File: src/rtl/guess_pkg.sv
// guess_pkg: shared constants, digit types, FSM state enum and small helpers
// for the number-guessing score engine.
`default_nettype none

package guess_pkg;

  localparam int DIGITS    = 4;
  localparam int DIGIT_W   = 4;
  localparam int MAX_DIGIT = 9;

  typedef logic [DIGIT_W-1:0] digit_t;
  typedef digit_t [DIGITS-1:0] digit_vec_t;

  typedef enum logic [1:0] {
    IDLE = 2'd0,
    SCAN = 2'd1,
    DONE = 2'd2
  } state_t;

  // Position 0 lives in the least significant nibble.
  function automatic digit_vec_t unpack_digits(input logic [DIGITS*DIGIT_W-1:0] word);
    digit_vec_t d;
    for (int k = 0; k < DIGITS; k++) begin
      d[k] = word[k*DIGIT_W +: DIGIT_W];
    end
    return d;
  endfunction

  function automatic logic [2:0] count_ones(input logic [DIGITS-1:0] v);
    logic [2:0] n;
    n = '0;
    for (int k = 0; k < DIGITS; k++) begin
      n = n + 3'(v[k]);
    end
    return n;
  endfunction

endpackage

`default_nettype wire

File: src/rtl/guess_judge_if.sv
// guess_judge_if: request/result bundle between the game controller (master)
// and the scoring engine (slave).
`default_nettype none

interface guess_judge_if #(
  parameter int TRY_W = 4
);

  logic             submit;
  logic             new_game;
  logic [15:0]      q_digits;
  logic [15:0]      a_digits;
  logic             busy;
  logic             result_valid;
  logic [2:0]       count_a;
  logic [2:0]       count_b;
  logic             win;
  logic             game_over;
  logic [TRY_W-1:0] tries;
  logic             invalid;

  modport master (
    output submit, new_game, q_digits, a_digits,
    input  busy, result_valid, count_a, count_b, win, game_over, tries, invalid
  );

  modport slave (
    input  submit, new_game, q_digits, a_digits,
    output busy, result_valid, count_a, count_b, win, game_over, tries, invalid
  );

endinterface

`default_nettype wire

File: src/rtl/guess_scan_ctr.sv
// guess_scan_ctr: nested 2-bit (i, j) scan counter; j is the fast index and
// last flags the final (3,3) step while advancing.
`default_nettype none

module guess_scan_ctr (
  input  logic       clock,
  input  logic       reset_n,
  input  logic       clear,
  input  logic       start,
  input  logic       advance,
  output logic [1:0] i,
  output logic [1:0] j,
  output logic       last
);

  always_ff @(posedge clock) begin
    if (!reset_n || clear || start) begin
      i <= 2'd0;
      j <= 2'd0;
    end else if (advance) begin
      {i, j} <= {i, j} + 4'd1;
    end
  end

  assign last = advance && (i == 2'd3) && (j == 2'd3);

endmodule

`default_nettype wire

File: src/rtl/guess_judge.sv
// guess_judge: bulls/cows scorer with attempt, win and game-over tracking.
// Optional answer-digit range check enabled by GUESS_JUDGE_DIGIT_CHECK_EN.
`default_nettype none

module guess_judge
  import guess_pkg::*;
#(
  parameter int MAX_TRIES = 10,
  parameter int TRY_W     = 4
) (
  input  logic          clock,
  input  logic          reset_n,
  guess_judge_if.slave  bus
);

  localparam logic [TRY_W-1:0] TRIES_CAP = TRY_W'(MAX_TRIES);

  state_t           state;
  state_t           state_next;
  logic             busy;
  logic             accept;
  logic             scanning;
  logic             finishing;
  logic [1:0]       scan_i;
  logic [1:0]       scan_j;
  logic             scan_last;
  digit_vec_t       q_snap;
  digit_vec_t       a_snap;
  logic [DIGITS-1:0] hit_a;
  logic [DIGITS-1:0] hit_b;
  logic [2:0]       pop_a;
  logic [2:0]       pop_b;
  logic [TRY_W-1:0] tries_inc;
  logic             bad_digit;

  logic             valid_pulse;
  logic             invalid_pulse;
  logic [2:0]       cnt_a;
  logic [2:0]       cnt_b;
  logic [TRY_W-1:0] tries_cnt;
  logic             win_flag;
  logic             over_flag;

  guess_scan_ctr u_scan_ctr (
    .clock   (clock),
    .reset_n (reset_n),
    .clear   (bus.new_game),
    .start   (accept),
    .advance (scanning),
    .i       (scan_i),
    .j       (scan_j),
    .last    (scan_last)
  );

  always_ff @(posedge clock) begin
    if (!reset_n || bus.new_game) begin
      state <= IDLE;
    end else begin
      state <= state_next;
    end
  end

  always_comb begin
    state_next = state;
    case (state)
      IDLE:    if (bus.submit && !over_flag) state_next = SCAN;
      SCAN:    if (scan_last) state_next = DONE;
      DONE:    state_next = IDLE;
      default: state_next = IDLE;
    endcase
  end

  always_comb begin
    busy      = 1'b0;
    accept    = 1'b0;
    scanning  = 1'b0;
    finishing = 1'b0;
    case (state)
      IDLE:    accept    = bus.submit && !over_flag && !bus.new_game;
      SCAN:    begin
                 busy     = 1'b1;
                 scanning = 1'b1;
               end
      DONE:    finishing = 1'b1;
      default: ;
    endcase
  end

  // A position already counted as exact never also counts as misplaced.
  assign pop_a     = count_ones(hit_a);
  assign pop_b     = count_ones(hit_b & ~hit_a);
  assign tries_inc = (tries_cnt == TRIES_CAP) ? tries_cnt : tries_cnt + TRY_W'(1);

`ifdef GUESS_JUDGE_DIGIT_CHECK_EN
  always_comb begin
    bad_digit = 1'b0;
    for (int k = 0; k < DIGITS; k++) begin
      if (a_snap[k] > digit_t'(MAX_DIGIT)) bad_digit = 1'b1;
    end
  end
`else
  assign bad_digit = 1'b0;
`endif

  always_ff @(posedge clock) begin
    if (!reset_n || bus.new_game) begin
      q_snap        <= '0;
      a_snap        <= '0;
      hit_a         <= '0;
      hit_b         <= '0;
      valid_pulse   <= 1'b0;
      invalid_pulse <= 1'b0;
      cnt_a         <= 3'd0;
      cnt_b         <= 3'd0;
      tries_cnt     <= '0;
      win_flag      <= 1'b0;
      over_flag     <= 1'b0;
    end else begin
      valid_pulse   <= 1'b0;
      invalid_pulse <= 1'b0;
      if (accept) begin
        q_snap <= unpack_digits(bus.q_digits);
        a_snap <= unpack_digits(bus.a_digits);
        hit_a  <= '0;
        hit_b  <= '0;
      end
      if (scanning && (a_snap[scan_i] == q_snap[scan_j])) begin
        if (scan_i == scan_j) hit_a[scan_i] <= 1'b1;
        else                  hit_b[scan_i] <= 1'b1;
      end
      if (finishing) begin
        valid_pulse <= 1'b1;
        if (bad_digit) begin
          invalid_pulse <= 1'b1;
          cnt_a         <= 3'd0;
          cnt_b         <= 3'd0;
        end else begin
          cnt_a     <= pop_a;
          cnt_b     <= pop_b;
          tries_cnt <= tries_inc;
          if (pop_a == 3'd4) win_flag <= 1'b1;
          if ((pop_a == 3'd4) || (tries_inc == TRIES_CAP)) over_flag <= 1'b1;
        end
      end
    end
  end

  assign bus.busy         = busy;
  assign bus.result_valid = valid_pulse;
  assign bus.invalid      = invalid_pulse;
  assign bus.count_a      = cnt_a;
  assign bus.count_b      = cnt_b;
  assign bus.tries        = tries_cnt;
  assign bus.win          = win_flag;
  assign bus.game_over    = over_flag;

endmodule

`default_nettype wire

File: src/flat_wrapper.sv
// flat-port wrapper written by rule: the top's interface ports become plain ports
module guess_judge_flat import guess_pkg::*;
#(
  parameter int MAX_TRIES = 10,
  parameter int TRY_W     = 4
)
  (clock, reset_n, bus_submit, bus_new_game, bus_q_digits, bus_a_digits, bus_busy, bus_result_valid, bus_count_a, bus_count_b, bus_win, bus_game_over, bus_tries, bus_invalid);
  guess_judge_if #(.TRY_W(TRY_W)) bus_i ();
  input  logic clock;
  input  logic reset_n;
  input wire logic [$bits(bus_i.submit)-1:0] bus_submit;
  input wire logic [$bits(bus_i.new_game)-1:0] bus_new_game;
  input wire logic [$bits(bus_i.q_digits)-1:0] bus_q_digits;
  input wire logic [$bits(bus_i.a_digits)-1:0] bus_a_digits;
  output wire logic [$bits(bus_i.busy)-1:0] bus_busy;
  output wire logic [$bits(bus_i.result_valid)-1:0] bus_result_valid;
  output wire logic [$bits(bus_i.count_a)-1:0] bus_count_a;
  output wire logic [$bits(bus_i.count_b)-1:0] bus_count_b;
  output wire logic [$bits(bus_i.win)-1:0] bus_win;
  output wire logic [$bits(bus_i.game_over)-1:0] bus_game_over;
  output wire logic [$bits(bus_i.tries)-1:0] bus_tries;
  output wire logic [$bits(bus_i.invalid)-1:0] bus_invalid;
  assign bus_i.submit = bus_submit;
  assign bus_i.new_game = bus_new_game;
  assign bus_i.q_digits = bus_q_digits;
  assign bus_i.a_digits = bus_a_digits;
  assign bus_busy = bus_i.busy;
  assign bus_result_valid = bus_i.result_valid;
  assign bus_count_a = bus_i.count_a;
  assign bus_count_b = bus_i.count_b;
  assign bus_win = bus_i.win;
  assign bus_game_over = bus_i.game_over;
  assign bus_tries = bus_i.tries;
  assign bus_invalid = bus_i.invalid;
  guess_judge #(.MAX_TRIES(MAX_TRIES), .TRY_W(TRY_W)) u_core (.clock(clock), .reset_n(reset_n), .bus(bus_i));
endmodule
File: config.mk
export PLATFORM = sky130hd
export DESIGN_NAME = guess_judge_flat
export DESIGN_NICKNAME = d
export VERILOG_FILES = /design/src/rtl/guess_pkg.sv /design/src/rtl/guess_judge_if.sv /design/src/rtl/guess_scan_ctr.sv /design/src/rtl/guess_judge.sv /design/src/flat_wrapper.sv
export SDC_FILE = /design/constraint.sdc
export NUM_CORES = 1
export LEC_CHECK = 0
export ABC_AREA = 1
export CAP_MARGIN = 0
export CORE_ASPECT_RATIO = 0.75
export CORE_MARGIN = 2
export CORE_UTILIZATION = 30
export CTS_CLUSTER_SIZE = 16
export DETAILED_ROUTE_END_ITERATION = 6
export HOLD_SLACK_MARGIN = 0.1
export PLACE_DENSITY = 0.62
export SYNTH_ARGS = -nofsm -noshare
export SYNTH_HDL_FRONTEND = slang
export SYNTH_HIERARCHICAL = 1
export SYNTH_SLANG_ARGS = --single-unit
File: constraint.sdc
create_clock -name clock -period 1.75 [get_ports clock]
set_input_delay 0.35 -clock clock [delete_from_list [all_inputs] [get_ports clock]]
set_output_delay 0.35 -clock clock [all_outputs]
set_load 0.02 [all_outputs]
# == After elaboration in Yosys (flattened, before gate mapping) ==
# Cells that the tools add are included.
# classes
reduce_logical,16
mux,22
n_eq_ne,11
add_sub_neg,8
bitwise,4
order_cmp,3
# op_table
operator,count
two-way mux 4 bit,11
binary-select mux 4 bit (select 2 bit),2
adder 3 x 1 -> 3 bit,4
adder 4 x 1 -> 4 bit (second input constant),2
== test 4 bit (second input constant),2
bitwise OR 4 bit,2
== test 2 bit (second input constant),3
logical AND 1 bit,6
less-than comparator 2 x 3 -> 1 bit (second input constant),2
AND reduction 2 bit,3
two-way mux 1 bit,5
adder 1 x 1 -> 2 bit,2
bitwise AND 4 bit,1
== test 4 bit,1
two-way mux 2 bit,2
!= test 2 x 1 -> 1 bit (second input constant),2
inverter 4 bit,1
case mux 2 bit (2 select lines),1
== test 3 bit (second input constant),1
zero test 1 bit,3
logical OR 1 bit,3
demux 1 bit (select 2 bit),1
== test 2 x 1 -> 1 bit (second input constant),1
== test 2 bit,1
other kinds (2),2
# totals
reg_bits,59
out_inout_bits,15

# == Depth between registers and ports, before layout ==
# Gate-level depths: netlist (run 1).
# depth
word_depth,9
ltp_mapped,11

# == Cells and area by module ==
# The synthesis (run 1) kept the hierarchy.
# by_module_without_submodules
module,area_each_um2,seq_area_each_um2,cells_each,n_inst
guess_judge,2758.9,1101.1,402,1
guess_scan_ctr,197.7,80.1,28,1

# == Least setup slack after synthesis (run 1) ==
# OpenSTA, ideal clock, no wires.
# synth_path
kind,register to register
from,register u_core.hit_a[0]
to,register u_core.over_flag (netlist: u_core/bus.game_over)
synth_period_minus_slack_ns,1.793
setup_slack_ns,-0.043
path_stages_with_launch,9
arrival_time_ns,1.719
required_time_ns,1.675
setup_ns,0.075
n_path_buf,0
path_cell_list,dfxtp_1 -> inv_1 -> fa_1 -> inv_1 -> ha_1 -> ha_1 -> nor3_1 -> o21ai_0 -> o21ai_0
# synth_between
elab_chain_len,6
# synth_lines
item,line,text
start: declaration,guess_judge.sv:29,logic [DIGITS-1:0] hit_a;
start signal: assignment,guess_judge.sv:109,hit_a <= '0;
start signal: assignment,guess_judge.sv:124,hit_a <= '0;
start signal: indexed assignment,guess_judge.sv:128,if (scan_i == scan_j) hit_a[scan_i] <= 1'b1;
adder 1 x 1 -> 2 bit,guess_pkg.sv:33,n = n + 3'(v[k]);
adder 3 x 1 -> 3 bit (2 in series),guess_pkg.sv:33,
net u_core.pop_a[1],guess_judge.sv:31,logic [2:0] pop_a;
== test 3 bit,guess_judge.sv:142,if ((pop_a == 3'd4) || (tries_inc == TRIES_CAP)) over_flag <= 1'b1;
logical OR 1 bit,guess_judge.sv:142,
AND reduction 2 bit (no line),n/a,
end signal: assignment,guess_judge.sv:117,over_flag <= 1'b0;
end signal: assignment,guess_judge.sv:142,
end: declaration,guess_judge.sv:42,logic over_flag;
# The timed path passes the listed nets, and every way through them passes these cells.
# A chain may end at the register's enable or synchronous reset.

# == Worst setup path in the final report (run 1) ==
# layout_path
from,register u_core.hit_a[3]
to,register u_core.win_flag (netlist: u_core/bus.win)
# layout_between
elab_chain_len,3
# layout_lines
item,line,text
adder 3 x 1 -> 3 bit,guess_pkg.sv:33,
net u_core.pop_a[1],guess_judge.sv:31,
== test 3 bit,guess_judge.sv:141,if (pop_a == 3'd4) win_flag <= 1'b1;
AND reduction 2 bit (no line),n/a,
end signal: assignment,guess_judge.sv:116,win_flag <= 1'b0;
end signal: assignment,guess_judge.sv:141,
end: declaration,guess_judge.sv:41,logic win_flag;
# The timed path passes the listed nets, and every way through them passes these cells.

==> results.json, run 1 <==
{
  "worstSetupPathType": "reg -> reg",
  "yosysMostFrequentCell": "nand2_1",
  "ys_warn_count": 6,
  "numCtsBuffers": 9,
  "gp_congestion": 0.795,
  "status": "complete, but fails checks",
  "power_mw": 3.34,
  "synthXorXnorAreaFrac_pct": 1.48,
  "ant_nets": 0,
  "synthArstFlopShare_pct": 0,
  "period_share_pct": 101,
  "ys_ff_latch": 59,
  "synth_common_cells": "nand2_1 (156), dfxtp_1 (59), a21oi_1 (47)",
  "fin_crit_ns": 1.77,
  "hold_depth": 2,
  "p_per_area_nw_per_um2": 839,
  "htreeDepth": 3,
  "wire_per_inst_um": 11.4,
  "ys_seq_area_share_pct": 39.9,
  "portBuffers": 49,
  "root_buffer": "clkbuf_16",
  "path_clk_slew_ns": 0.05,
  "synth.area.top_cells": "dfxtp_1 (40%), nand2_1 (20%), a21oi_1 (8.0%)",
  "synth_adder_area_share_pct": 4.32,
  "grt_util_all_layers_pct": 14.1,
  "cts_setup_buffers": 0,
  "antenna_found_initial": 0,
  "rows": 31,
  "p_leak_nw": 1.69,
  "rsz0062_at_grt": "yes",
  "grt_pass1_vias": 2686,
  "grt_pass1_wl_um": 12200,
  "crit_required_ns": 2.01,
  "synth_top_family_by_area": "simple AND/OR/NAND/NOR gates",
  "arrival_ns": 2.03,
  "maxCapViolations": 0,
  "initial_core_util_pct": 30.7,
  "cp-start-kind": "flop",
  "cts_tree": "built",
  "syn_area_per_cell_um2": 6.88,
  "drive_gt1_share_pct": 13.1,
  "cp_slowest_cell": "fa_1",
  "design_area_um2": 3980,
  "min_from": "u_core/bus.count_b[2]",
  "syn_area_um2": 2960,
  "area_growth_syn_to_layout_pct": 34.5,
  "yosysUniqueCellTypes": 30,
  "drc": 0,
  "violations": "negative setup slack",
  "nets": 529,
  "via_per_inst": 4.42,
  "fin_worst_skew_ns": 0.00663,
  "vdd_drop_max_uv": 417,
  "design.die.area_um2": 10700,
  "synth_top_cell_by_area": "dfxtp_1",
  "syn_nets": 475,
  "cts.sinks": 59,
  "core_um2": 9620,
  "worstPathMaxFanout": 2,
  "worst_r2r_path_depth": 8,
  "fmax_mhz": 567,
  "hold_viol": 0,
  "crit_path_cell_trace": "inv_2 -> fa_1 -> inv_1 -> ha_2 -> ha_4 -> nor3_4 -> a21oi_1 -> nor2_1",
  "clk_latency_ns": 0.33,
  "slew_viol_final": 0,
  "grt_overflow": 0,
  "fp.dieW_um": 119,
  "timing.rr.start": "u_core/hit_a[3]",
  "synthCells": 430,
  "synth-compound-area-share_pct": 11.0,
  "drtIter0Drc": 149,
  "setup_viol": 1,
  "cpPeakStageDelay_ns": 0.53,
  "final_util_pct": 41.3,
  "setup_slack_ns": -0.0151,
  "worstSetupEndpointType": "flop",
  "synth_top_area_share_pct": 39.9,
  "holdCritPathClass": "reg -> reg",
  "synthMuxAreaShare_pct": 0,
  "drt_pass1_iterations": 4,
  "tns_ns": -0.0151,
  "startpoint": "u_core/hit_a[3]",
  "ios": 51,
  "place_area_um2": 3650,
  "n_antenna_cell": 0,
  "fp.dieH_um": 90.0,
  "synth_simple_gate_area_share_pct": 33.3,
  "clock_path_buffers": 2,
  "synth_edf_count": 0,
  "ys.flop_type": "dfxtp_1",
  "grt_max_degree": 46,
  "via_count": 2736,
  "totalWireLength_um": 7050,
  "post-dp-hpwl_um": 5210
}
[repair_timing]
item                                    in CTS  in global routing
hold endpoints to repair                     0                  0
hold buffers                                 0                  0
endpoints found under the setup margin       3                 14
resized for setup                            7                 10
pin swaps                                    5                  3
[registers in the layout (all words and copies together) (netlist names), 2 cells and up]
name                 flops
u_core/hit_a             4
u_core/u_scan_ctr/j      2
u_core/bus.count_b       3
u_core/q_snap           16
u_core/u_scan_ctr/i      2
u_core/a_snap           16
u_core/state             2
u_core/bus.count_a       3
u_core/hit_b             4
u_core/bus.tries         4
[routing by layer]
layer	GRT usage [%]	share of wire (%)	vias up
met2	21.5	43	41
li1	-	-	1458
met1	18.8	52	1229
met3	4.25	4.2	8
met4	5.06	1.4	0
met5	0	0	-
[placed cells by master (no fill, tap or decap), types with 4 or more instances in the layout]
cell and count:
nand2_1 156, dfxtp_1 54, clkdlybuf4s50_1 46, a21oi_1 45, inv_1 38, nor2_1 25
nand3_1 16, buf_4 11, inv_2 10, clkbuf_16 9, nand4_1 8, a211oi_1 7
nor2_2 5, xor2_1 5, dfxtp_2 5, nand2_2 4, ha_1 4
[through the flow]
step           hold slack, ns  setup WS, ns  std cells
6_report                0.462       -0.0151        619
5_1_grt                 0.483        -0.121        619
4_1_cts                 0.464       -0.0325        619
3_5_place_dp            0.456        -0.125        605
3_3_place_gp            0.453       -0.0364        605
2_1_floorplan           0.439       0.00432        430
[power breakdown]
part	internal (mW)	switching (mW)	total, mW
Sequential	1.37	0.0118	1.38
Clock	1.12	0.592	1.71
Combinational	0.125	0.125	0.251
[critical path, delay by kind of cell, from the launching register on]
kind / cells / cell delay (ns)
buffers and inverters: 2 / 0.08
AOI/OAI and AO/OA: 1 / 0.09
DFF: 1 / 0.33
and+or+nand+nor: 2 / 0.26
adders and majority gates: 3 / 0.94
[final timing paths]
| path | end | slack, ns |
|---|---|---|
| worst max-delay path | u_core/bus.win | -0.02 |
| worst min-delay path | u_core/bus.count_b[2] | 0.46 |
| worst max register to register | u_core/bus.win | -0.02 |
| worst min register to register | u_core/bus.count_b[2] | 0.46 |
[kinds of logic (layout without fill, tap and decap cells)]
logic type | after synthesis | after routing
DFF | 59 | 59
buffers and inverters | 68 | 125
and+or+nand+nor | 227 | 227
adders and majority gates | 9 | 9
AOI/OAI and AO/OA | 61 | 61
other | 1 | 1
xor gates and xnor gates | 5 | 5
[final cells by class]
cell class,instances,area [um2]
multi-input combinational,303,1520
sequential,59,1190
clock inverter,3,40.0
fill,1028,5640
timing repair buffer,63,637
clock buffer,11,243
tap,132,165
inverter,48,180
No activity file was read; power rests on OpenSTA's default activity.
==> run 2: changes to the inputs <==
--- a/config.mk
+++ b/config.mk
@@ -7,11 +7,11 @@
 export LEC_CHECK = 0
 export ABC_AREA = 1
 export CAP_MARGIN = 0
-export CORE_ASPECT_RATIO = 0.75
 export CORE_MARGIN = 2
 export CORE_UTILIZATION = 30
 export CTS_CLUSTER_SIZE = 16
 export DETAILED_ROUTE_END_ITERATION = 6
+export GPL_ROUTABILITY_DRIVEN = 0
 export HOLD_SLACK_MARGIN = 0.1
 export PLACE_DENSITY = 0.62
 export SYNTH_ARGS = -nofsm -noshare
==> run 2 against run 1 <==
Net effect: the flow now finishes without violations; wire length fell by 3.8%; sequential share of layout area increased by 0.46 points; clock skew decreased by 0.0034 ns; sequential cell count is the same; die area is essentially flat; global-route usage decreased by 0.43 points; critical path depth did not move; utilization shrank 1.0 points; clock power is 36% lower; register-to-register slack improved by 0.03 ns; maximum frequency grew 1.9%; cell count grew 1.1%; critical path type unchanged; largest cell class unchanged.
==> results.json, run 2 (synthesis results as in run 1) <==
{
  "worstPathMaxFanout": 2,
  "cts_tree": "built",
  "rsz0062_at_grt": "yes",
  "crit_required_ns": 1.98,
  "n_antenna_cell": 0,
  "totalWireLength_um": 6780,
  "fp.dieW_um": 103,
  "period_share_pct": 99.0,
  "critPathTopFamily": "adder cells",
  "cts.sinks": 59,
  "cpPeakStageDelay_ns": 0.54,
  "worst-path-buf-inv": 2,
  "grt_max_degree": 26,
  "rows": 36,
  "hold_viol": 0,
  "fp.dieH_um": 103,
  "layout_commonest_cell": "nand2_1",
  "drive_gt1_share_pct": 13.6,
  "grt_pass1_vias": 2648,
  "drt_pass1_iterations": 4,
  "portBuffers": 49,
  "crit_path_cell_trace": "inv_2 -> fa_1 -> inv_2 -> ha_4 -> ha_4 -> nor3_4 -> o21ai_1 -> o21ai_1",
  "p_per_area_nw_per_um2": 697,
  "area_growth_syn_to_layout_pct": 32.0,
  "pre_cts_ws_ns": -0.0741,
  "grt_pass1_wl_um": 11400,
  "ios": 51,
  "hold_slack_ns": 0.465,
  "drc": 0,
  "slew_viol_final": 0,
  "r2r_setup_slack_ns": 0.02,
  "path_clk_slew_ns": 0.06,
  "htreeDepth": 3,
  "arrival_ns": 1.96,
  "root_buffer": "clkbuf_8",
  "fmax_mhz": 577,
  "fin_crit_ns": 1.73,
  "drtIter0Drc": 60,
  "post-dp-hpwl_um": 5000,
  "wire_per_inst_um": 10.8,
  "reg_top3": "u_core/a_snap: 16 flops, u_core/q_snap: 16 flops",
  "numCtsBuffers": 9,
  "worstSetupEndpointType": "flop",
  "via_per_inst": 4.40,
  "grt_overflow": 0,
  "cts_hold_buf": 0,
  "holdCritPathClass": "reg -> reg",
  "antenna_found_initial": 0,
  "via_count": 2752,
  "setup_slack_ns": 0.0178,
  "ant_nets": 0,
  "core_um2": 9680,
  "design.die.area_um2": 10700,
  "nets": 533,
  "layout_common_cells": "nand2_1 (154), dfxtp_1 (57), a21oi_1 (47)",
  "cp-start-kind": "flop",
  "maxCapViolations": 0,
  "setup_viol": 0,
  "clk_latency_ns": 0.34,
  "fin_worst_skew_ns": 0.00321,
  "worstSetupPathType": "reg -> reg",
  "cp_slowest_cell": "fa_1",
  "grt_util_all_layers_pct": 13.6,
  "vdd_drop_max_uv": 307,
  "cts_setup_buffers": 0,
  "clock_path_buffers": 2,
  "initial_core_util_pct": 30.5,
  "p_leak_nw": 1.67,
  "fillers": 1024,
  "status": "completed"
}
[run 2: layer usage]
layer	GRT usage (%)	wire length (um)	vias up	part of all wire, %
met5	0	0	-	0
li1	-	-	1466	-
met4	4.55	81	0	1.2
met2	23.9	3240	50	48
met1	15.6	3150	1227	46
met3	4.44	319	9	4.7
[run 2: area by class of cell]
class | count | area [um2] | area share (%)
tap | 133 | 166 | 4.26
sequential | 59 | 1180 | 30.3
clock inverter | 2 | 10.0 | 0.256
timing repair buffer | 67 | 657 | 16.8
multi-input combinational | 303 | 1540 | 39.6
inverter | 48 | 180 | 4.62
clock buffer | 14 | 163 | 4.17
[run 2: per-stage QoR]
stage	util (%)	area [um2]	TNS, ns	std cells	total power [mW]
2_1_floorplan	-	2960	0	430	1.52
3_3_place_gp	37.9	3670	-0.0355	610	1.65
3_5_place_dp	37.9	3670	-0.101	610	1.66
4_1_cts	39.9	3860	0	626	2.76
5_1_grt	40.3	3900	-0.152	626	2.84
6_report	40.3	3900	0	626	2.72
[run 2: power breakdown]
group	total (mW)	internal (mW)	switching (mW)
logic	0.254	0.127	0.127
clock network	1.09	0.588	0.505
registers	1.37	1.36	0.0111
total	2.72	2.08	0.643
[run 2: worst reg2reg max path: stages, from the launching register on]
cell and delay [ns]:
dfxtp_2 0.33, inv_2 0.05, fa_1 0.54, inv_2 0.05
ha_4 0.16, ha_4 0.27, nor3_4 0.04, o21ai_1 0.11
o21ai_1 0.07
[run 2: timing repair]
action                                 4_1_cts  5_1_grt
endpoints found under the hold margin        0        0
resized for setup                            8       10
gates cloned                                 0        0
setup endpoints to repair                    4        7
pin swaps                                    4        7
[run 2: worst paths after layout]
check	from	end	cells past startpoint
hold / removal	u_core/q_snap[14]	u_core/q_snap[14]	2
setup reg to reg	u_core/hit_a[3]	u_core/bus.game_over	8
setup / recovery	u_core/hit_a[3]	u_core/bus.game_over	8
hold reg to reg	u_core/q_snap[14]	u_core/q_snap[14]	2
